**config.mk**
```make
export PLATFORM = sky130hd
export DESIGN_NAME = prog_load_ctrl_flat
export DESIGN_NICKNAME = d
export VERILOG_FILES = /design/src/rtl/prog_load_if.sv /design/src/rtl/prog_load_ctrl.sv /design/src/flat_wrapper.sv
export SDC_FILE = /design/constraint.sdc
export NUM_CORES = 1
export LEC_CHECK = 0
export ABC_CLOCK_PERIOD_IN_PS = 2200
export BUFFER_PORTS_ARGS = -buffer_cell sky130_fd_sc_hd__buf_2
export CORE_AREA = 4 4 63 65
export DETAILED_ROUTE_END_ITERATION = 16
export DIE_AREA = 0 0 67 69
export GPL_TIMING_DRIVEN = 0
export PLACE_DENSITY_LB_ADDON = 0.25
export SLEW_MARGIN = 20
export SYNTH_ARGS = -nofsm -noshare
export SYNTH_HDL_FRONTEND = slang
export SYNTH_SLANG_ARGS = --single-unit
```
**constraint.sdc**
```tcl
create_clock -name clk_i -period 2.2 [get_ports clk_i]
set_input_delay 0.44 -clock clk_i [delete_from_list [all_inputs] [get_ports clk_i]]
set_output_delay 0.44 -clock clk_i [all_outputs]
set_load 0.005 [all_outputs]
```
**src/rtl/prog_load_if.sv**
```systemverilog
// Loader bus: host control and byte stream in, program-memory load port and status out.
interface prog_load_if #(
  parameter int ADDR_W  = 8,
  parameter int INSTR_W = 12
);
  logic               start;
  logic               abort;
  logic               in_valid;
  logic [7:0]         in_byte;
  logic               in_ready;
  logic               load_en;
  logic [ADDR_W-1:0]  load_addr;
  logic [INSTR_W-1:0] load_instr;
  logic               busy;
  logic               load_done;
  logic               core_hold;
  logic               fmt_err;

  modport master (
    output start, abort, in_valid, in_byte,
    input  in_ready, load_en, load_addr, load_instr, busy, load_done, core_hold, fmt_err
  );

  modport slave (
    input  start, abort, in_valid, in_byte,
    output in_ready, load_en, load_addr, load_instr, busy, load_done, core_hold, fmt_err
  );
endinterface

```
**src/rtl/prog_load_ctrl.sv**
```systemverilog
// Program-memory loader: pairs host bytes into INSTR_W-bit words and writes DEPTH of them,
// holding the core in LOAD until the whole image is in place. INSTR_W must be 9..15.
module prog_load_ctrl #(
  parameter int DEPTH   = 10,
  parameter int ADDR_W  = 8,
  parameter int INSTR_W = 12
) (
  input logic        clk_i,
  input logic        rst_ni,
  prog_load_if.slave bus
);
  typedef enum logic [2:0] {S_IDLE, S_LO, S_HI, S_WRITE, S_DONE} state_e;

  localparam logic [ADDR_W-1:0] LAST_ADDR = ADDR_W'(DEPTH - 1);

  state_e             state_q, state_d;
  logic               in_ready_q, load_en_q, busy_q, done_q, hold_q, fmt_err_q;
  logic [ADDR_W-1:0]  addr_q;
  logic [7:0]         lo_q;
  logic [INSTR_W-1:0] instr_q;
  logic               xfer, hi_bad;

  assign xfer   = bus.in_valid & in_ready_q;
  assign hi_bad = |bus.in_byte[7:INSTR_W-8];

  always_comb begin
    state_d = state_q;
    if (bus.abort) begin
      state_d = S_IDLE;
    end else begin
      case (state_q)
        S_IDLE, S_DONE: if (bus.start) state_d = S_LO;
        S_LO:           if (xfer) state_d = S_HI;
        S_HI:           if (xfer) state_d = S_WRITE;
        S_WRITE:        state_d = (addr_q == LAST_ADDR) ? S_DONE : S_LO;
        default:        state_d = S_IDLE;
      endcase
    end
  end

  // Status outputs are registered from the next state so they line up with state_q.
  always_ff @(posedge clk_i or negedge rst_ni) begin
    if (!rst_ni) begin
      state_q    <= S_IDLE;
      in_ready_q <= 1'b0;
      load_en_q  <= 1'b0;
      busy_q     <= 1'b0;
      done_q     <= 1'b0;
      hold_q     <= 1'b1;
      fmt_err_q  <= 1'b0;
      addr_q     <= '0;
      lo_q       <= '0;
      instr_q    <= '0;
    end else begin
      state_q    <= state_d;
      in_ready_q <= (state_d == S_LO) || (state_d == S_HI);
      load_en_q  <= (state_d == S_WRITE);
      busy_q     <= (state_d == S_LO) || (state_d == S_HI) || (state_d == S_WRITE);
      done_q     <= (state_d == S_DONE);
      hold_q     <= (state_d != S_DONE);
      if (!bus.abort) begin
        case (state_q)
          S_IDLE, S_DONE: if (bus.start) begin
            addr_q    <= '0;
            fmt_err_q <= 1'b0;
          end
          S_LO: if (xfer) lo_q <= bus.in_byte;
          S_HI: if (xfer) begin
            instr_q <= {bus.in_byte[INSTR_W-9:0], lo_q};
            if (hi_bad) fmt_err_q <= 1'b1;
          end
          S_WRITE: addr_q <= (addr_q == LAST_ADDR) ? '0 : addr_q + ADDR_W'(1);
          default: ;
        endcase
      end
    end
  end

  // Abort must kill the strobe in the very cycle it arrives, so it gates the registered enable.
  assign bus.load_en    = load_en_q & ~bus.abort;
  assign bus.in_ready   = in_ready_q;
  assign bus.load_addr  = addr_q;
  assign bus.load_instr = instr_q;
  assign bus.busy       = busy_q;
  assign bus.load_done  = done_q;
  assign bus.core_hold  = hold_q;
  assign bus.fmt_err    = fmt_err_q;
endmodule
```
**src/flat_wrapper.sv**
```systemverilog
// flat-port wrapper written by rule: the top's interface ports become plain ports
module prog_load_ctrl_flat 
#(
  parameter int DEPTH   = 10,
  parameter int ADDR_W  = 8,
  parameter int INSTR_W = 12
)
  (clk_i, rst_ni, bus_start, bus_abort, bus_in_valid, bus_in_byte, bus_in_ready, bus_load_en, bus_load_addr, bus_load_instr, bus_busy, bus_load_done, bus_core_hold, bus_fmt_err);
  prog_load_if #(.ADDR_W(ADDR_W), .INSTR_W(INSTR_W)) bus_i ();
  input logic clk_i;
  input logic rst_ni;
  input wire logic [$bits(bus_i.start)-1:0] bus_start;
  input wire logic [$bits(bus_i.abort)-1:0] bus_abort;
  input wire logic [$bits(bus_i.in_valid)-1:0] bus_in_valid;
  input wire logic [$bits(bus_i.in_byte)-1:0] bus_in_byte;
  output wire logic [$bits(bus_i.in_ready)-1:0] bus_in_ready;
  output wire logic [$bits(bus_i.load_en)-1:0] bus_load_en;
  output wire logic [$bits(bus_i.load_addr)-1:0] bus_load_addr;
  output wire logic [$bits(bus_i.load_instr)-1:0] bus_load_instr;
  output wire logic [$bits(bus_i.busy)-1:0] bus_busy;
  output wire logic [$bits(bus_i.load_done)-1:0] bus_load_done;
  output wire logic [$bits(bus_i.core_hold)-1:0] bus_core_hold;
  output wire logic [$bits(bus_i.fmt_err)-1:0] bus_fmt_err;
  assign bus_i.start = bus_start;
  assign bus_i.abort = bus_abort;
  assign bus_i.in_valid = bus_in_valid;
  assign bus_i.in_byte = bus_in_byte;
  assign bus_in_ready = bus_i.in_ready;
  assign bus_load_en = bus_i.load_en;
  assign bus_load_addr = bus_i.load_addr;
  assign bus_load_instr = bus_i.load_instr;
  assign bus_busy = bus_i.busy;
  assign bus_load_done = bus_i.load_done;
  assign bus_core_hold = bus_i.core_hold;
  assign bus_fmt_err = bus_i.fmt_err;
  prog_load_ctrl #(.DEPTH(DEPTH), .ADDR_W(ADDR_W), .INSTR_W(INSTR_W)) u_core (.clk_i(clk_i), .rst_ni(rst_ni), .bus(bus_i));
endmodule
```
After elaboration in Yosys (flattened, before gate mapping)
Cells that the tools add are included.
{ "totals": {"input_bits": 13, "register_bits": 37, "wordCells": 51} }
{ "classes": {"muxes": 13, "n_eq_ne": 13, "bitwise_logic": 3, "reduce_logical": 11, "add_sub_neg": 1} }
{ "ops": {"columns": ["op", "n"], "rows": [
  ["$mux W8", 2],
  ["$pmux W8 S2", 1],
  ["$mux W3", 5],
  ["$eq A3 B2 Y1 const B", 4],
  ["$pmux W3 S4", 1],
  ["$reduce_and A3 Y1", 3],
  ["$add A8 B1 Y8 const B", 1],
  ["$eq A8 B4 Y1 const B", 1],
  ["$eq A3 B1 Y1 const B", 2],
  ["$eq A3 B3 Y1 const B", 2],
  ["$reduce_and A5 Y1", 1],
  ["$ne A2 B1 Y1 const B", 2],
  ["$reduce_bool A2 Y1", 2],
  ["$reduce_or A4 Y1", 1],
  ["$logic_not A3 Y1", 1],
  ["$mux W1", 3],
  ["$ne A3 B3 Y1 const B", 1],
  ["$and A1 B1 Y1", 2],
  ["$logic_or A1 B1 Y1", 2],
  ["$ne A2 B2 Y1 const B", 1],
  ["$pmux W1 S2", 1],
  ["$reduce_or A2 Y1", 1],
  ["$not A1 Y1", 1]
]} }

Depth between registers and ports, before layout
{ "logic_depth": {"word_depth": 7, "mapped_depth": 7, "mapped_depth_nobuf": 6} }

Least setup slack after synthesis
No wires, ideal clock.
{ "synth_path": {"kind": "input-to-reg", "start": "input bus_abort", "end": "register u_core.instr_q[10] (netlist: u_core.bus.load_instr[10])", "path_stages": 6, "path_slack_ns": 0.605, "setup_time_ns": 0.128, "arrival_time_ns": 1.467, "cell_sequence": "buf_2 -> nor2_1 -> and3_1 -> buf_2 -> buf_4 -> mux2_1"} }
{ "synth_via": {"elab_chain_len": 2} }
{ "synth_rtl": {"columns": ["item", "line", "text"], "rows": [
  ["start, declared", "flat_wrapper.sv:13", "input wire logic [$bits(bus_i.abort)-1:0] bus_abort;"],
  ["$not A1 Y1 (no line)", null, null],
  ["$reduce_and A3 Y1 (no line)", null, null],
  ["end signal, assigned", "prog_load_ctrl.sv:69", "instr_q <= {bus.in_byte[INSTR_W-9:0], lo_q};"],
  ["end, declared", "prog_load_ctrl.sv:20", "logic [INSTR_W-1:0] instr_q;"]
]} }
No other way between the ends.
A chain may end at the register's enable or synchronous reset.

Final worst setup path
{ "layout_path": {"start": "register u_core.addr_q[0] (netlist: u_core.bus.load_addr[0])", "end": "register u_core.addr_q[7] (netlist: u_core.bus.load_addr[7])"} }
{ "layout_via": {"elab_chain_len": 3} }
{ "layout_rtl": {"columns": ["item", "line", "text"], "rows": [
  ["start, declared", "prog_load_ctrl.sv:18", "logic [ADDR_W-1:0] addr_q;"],
  ["start signal, assigned", "prog_load_ctrl.sv:72", "S_WRITE: addr_q <= (addr_q == LAST_ADDR) ? '0 : addr_q + ADDR_W'(1);"],
  ["$add A8 B1 Y8 / $eq A8 B4 Y1 (equally long branches)", "prog_load_ctrl.sv:72", null],
  ["$mux W8 *", "prog_load_ctrl.sv:72", null],
  ["$pmux W8 S2 *", "prog_load_ctrl.sv:62", "case (state_q)"]
]} }
Mark *: on every way between the ends. The rest lies on a longest branch, timed or not.

==> flow_summary.ini <==
[sta]
worst_pin_slew_ns = 0.782
setup_violations = 0
max_freq_mhz = 566
slew_violations = 0
fin_ws_ns = 0.433
fin_setup_tns_ns = 0
worst_hold_slack_ns = 0.164
rsz0062_at_grt = no
post-route-min-period_ns = 1.77
period_share = 0.803
finClkSkew_ns = 0.0122
hold_viol = 0
slew_headroom = 0.478

[die]
die_h_um = 69
die-area_um2 = 4620
start_util = 0.500
num_rows = 21
core-area_um2 = 3340
die_w_um = 67
io_pins = 39

[place]
routabilityCongestion = 0.801
post-place-ws_ns = 0.447
port_buffers = 37
hpwlAfterDp_mm = 2.30

[synthesis]
syn_area_um2 = 1670
synth-seq-cells = 37
synth_edf_count = 0
yosys.area.top_type_share = 0.540
ys.flop_type = dfrtp_1
synthCells = 136
synth_warnings = 0
async_flop_share = 1.00
avgSynthCellArea_um2 = 12.3
synth.distinct_cells = 39
yosysTopAreaCell = dfrtp_1
synthTopCellsByCount = dfrtp_1, mux2_2, nand2_1
synth.most_common_cell = dfrtp_1
synth_area_leaders = dfrtp_1, mux2_2, mux2_1
ys_seq_area_frac = 0.556
synth_nets = 151

[global_routing]
grt-ovfl-total = 0
grt_pass1_vias = 1167
grt_pass1_wl_mm = 5.11
antenna_found_initial = 0
grt_max_degree = 38
grt_util_all_layers = 0.145

[power]
vdd_drop_max_uv = 607
finalPower_uw = 1370
p_per_area_nw_per_um2 = 688
leakagePower_uw = 0.00106

[layout]
multi_input_area_um2 = 704
regArea_um2 = 927
nNetsFinal = 195
drive_above_1_share = 0.381
area_growth_pct = 19.4
fillCellCount = 305
diodes = 0
finish.utilization = 0.597

[route]
ant_nets = 0
detail_route.vias_per_cell = 5.20
avgRoutedWirePerCell_um = 13.5
wl_mm = 3.06
vias = 1181
drc_errors = 0
drt_iter0_drc = 107
firstDrtPassIters = 2

[setup_path]
path_buf_inv = 0
critPathLaunchType = flip-flop
cpLargestDelayFamily = flip-flops
cp_slowest_cell = dfrtp_1
path_max_fanout = 7
worstSetupPathType = flip-flop to flip-flop
critical_path.cell_chain = ha_1 > and3b_2 > a211oi_2 > nand4_1 > mux2i_1
worstSetupEndpointType = flip-flop
required_ns = 2.47
critical_path_arrival_ns = 2.03
r2r-start = u_core.bus.load_addr[0]
crit_start = u_core.bus.load_addr[0]
slowest_delay_ns = 0.47

[min_path]
min_path_type = input pin to asynchronous set/reset pin

[clock_network]
tritoncts = done
cts_setup_buffers = 0
clkTransAtPathRegs_ns = 0.11
numCtsBuffers = 5
htreeDepth = 2
ctsResizeCount = 0
cts-hold-fix-buffers = 0
clockBufferDepth = 2
cts_root_buf = clkbuf_4
cts.sinks = 37
clk_latency_ns = 0.34

[flow_run]
drv_cap = 0

[run_status]
outcome = finished, final reports clean
==> layout by cell type, fill, tap and decap left out, types with 4 or more instances in the layout <==
cell type / netlist / layout
mux2_2: 12 / 12
nand3_1: 4 / 4
dfrtp_1: 36 / 36
nand2_1: 11 / 11
mux2_1: 8 / 8
inv_1: 5 / 5
a21o_1: 4 / 4
a21oi_1: 4 / 4
nor2_1: 5 / 5
buf_2: 2 / 39
o21ai_1: 7 / 7
clkbuf_4: 0 / 5
==> logic make-up (layout without fill, tap and decap cells) <==
| logic type | Yosys count | after routing | synth area share |
|---|---|---|---|
| adders and majority gates | 2 | 2 | 0.0150 |
| AOI/OAI and AO/OA | 28 | 28 | 0.123 |
| and+or+nand+nor | 39 | 39 | 0.137 |
| buffers and inverters | 8 | 53 | 0.0218 |
| muxes | 22 | 22 | 0.147 |
| DFF | 37 | 37 | 0.556 |
==> layer usage <==
metal | routed length [µm] | global-route usage
met1 | 1350 | 0.178
met2 | 1500 | 0.228
met3 | 172 | 0.0536
met4 | 40 | 0.0541
met5 | 0 | 0
==> through the flow <==
| step | cells | instance area (µm²) |
|---|---|---|
| after floorplan | 136 | 1670 |
| after global placement | 219 | 1910 |
| after detailed placement | 219 | 1910 |
| after CTS | 227 | 1990 |
| after global routing | 227 | 1990 |
| final | 227 | 1990 |
==> sequential cells by signal, indices dropped and copies added, names as in the netlist, 3 cells and up <==
register and cells:
u_core.state_q 3, u_core.bus.load_instr 12, u_core.lo_q 8, u_core.bus.load_addr 8
==> final cells by class <==
type | count | share of cell area
Sequential cell | 37 | 0.466
Multi-Input combinational cell | 91 | 0.354
Timing Repair Buffer | 37 | 0.0930
Tap cell | 46 | 0.0289
Clock buffer | 6 | 0.0207
Clock inverter | 2 | 0.0195
Inverter | 5 | 0.00943
Buffer | 3 | 0.00880
==> worst paths after layout <==
| path | to | slack (ns) | depth (start not counted) |
|---|---|---|---|
| setup / recovery | u_core.bus.load_addr[7] | 0.43 | 5 |
| hold / removal | u_core.bus.load_instr[5] | 0.16 | 1 |
| setup reg to reg | u_core.bus.load_addr[7] | 0.43 | 5 |
| hold reg to reg | u_core.bus.load_instr[4] | 0.49 | 1 |
| max in group asynchronous | u_core.bus.load_done | 1.53 | 1 |
| min in group clk_i | u_core.bus.load_instr[9] | 0.32 | 2 |
==> worst reg2reg max path, stage by stage, from the launching register on <==
cell      delay [ns]
dfrtp_1         0.47
ha_1            0.23
and3b_2         0.26
a211oi_2        0.44
nand4_1         0.15
mux2i_1         0.14
==> where the power goes <==
| part | internal, µW | switching (µW) | leakage [µW] | total, µW |
|---|---|---|---|---|
| Combinational | 75.2 | 61.2 | 0.000518 | 136 |
| Clock | 242 | 218 | 0.0000424 | 460 |
| Sequential | 742 | 31.1 | 0.000500 | 773 |
| Total | 1060 | 311 | 0.00106 | 1370 |
No activity file was read; power rests on OpenSTA's default activity.
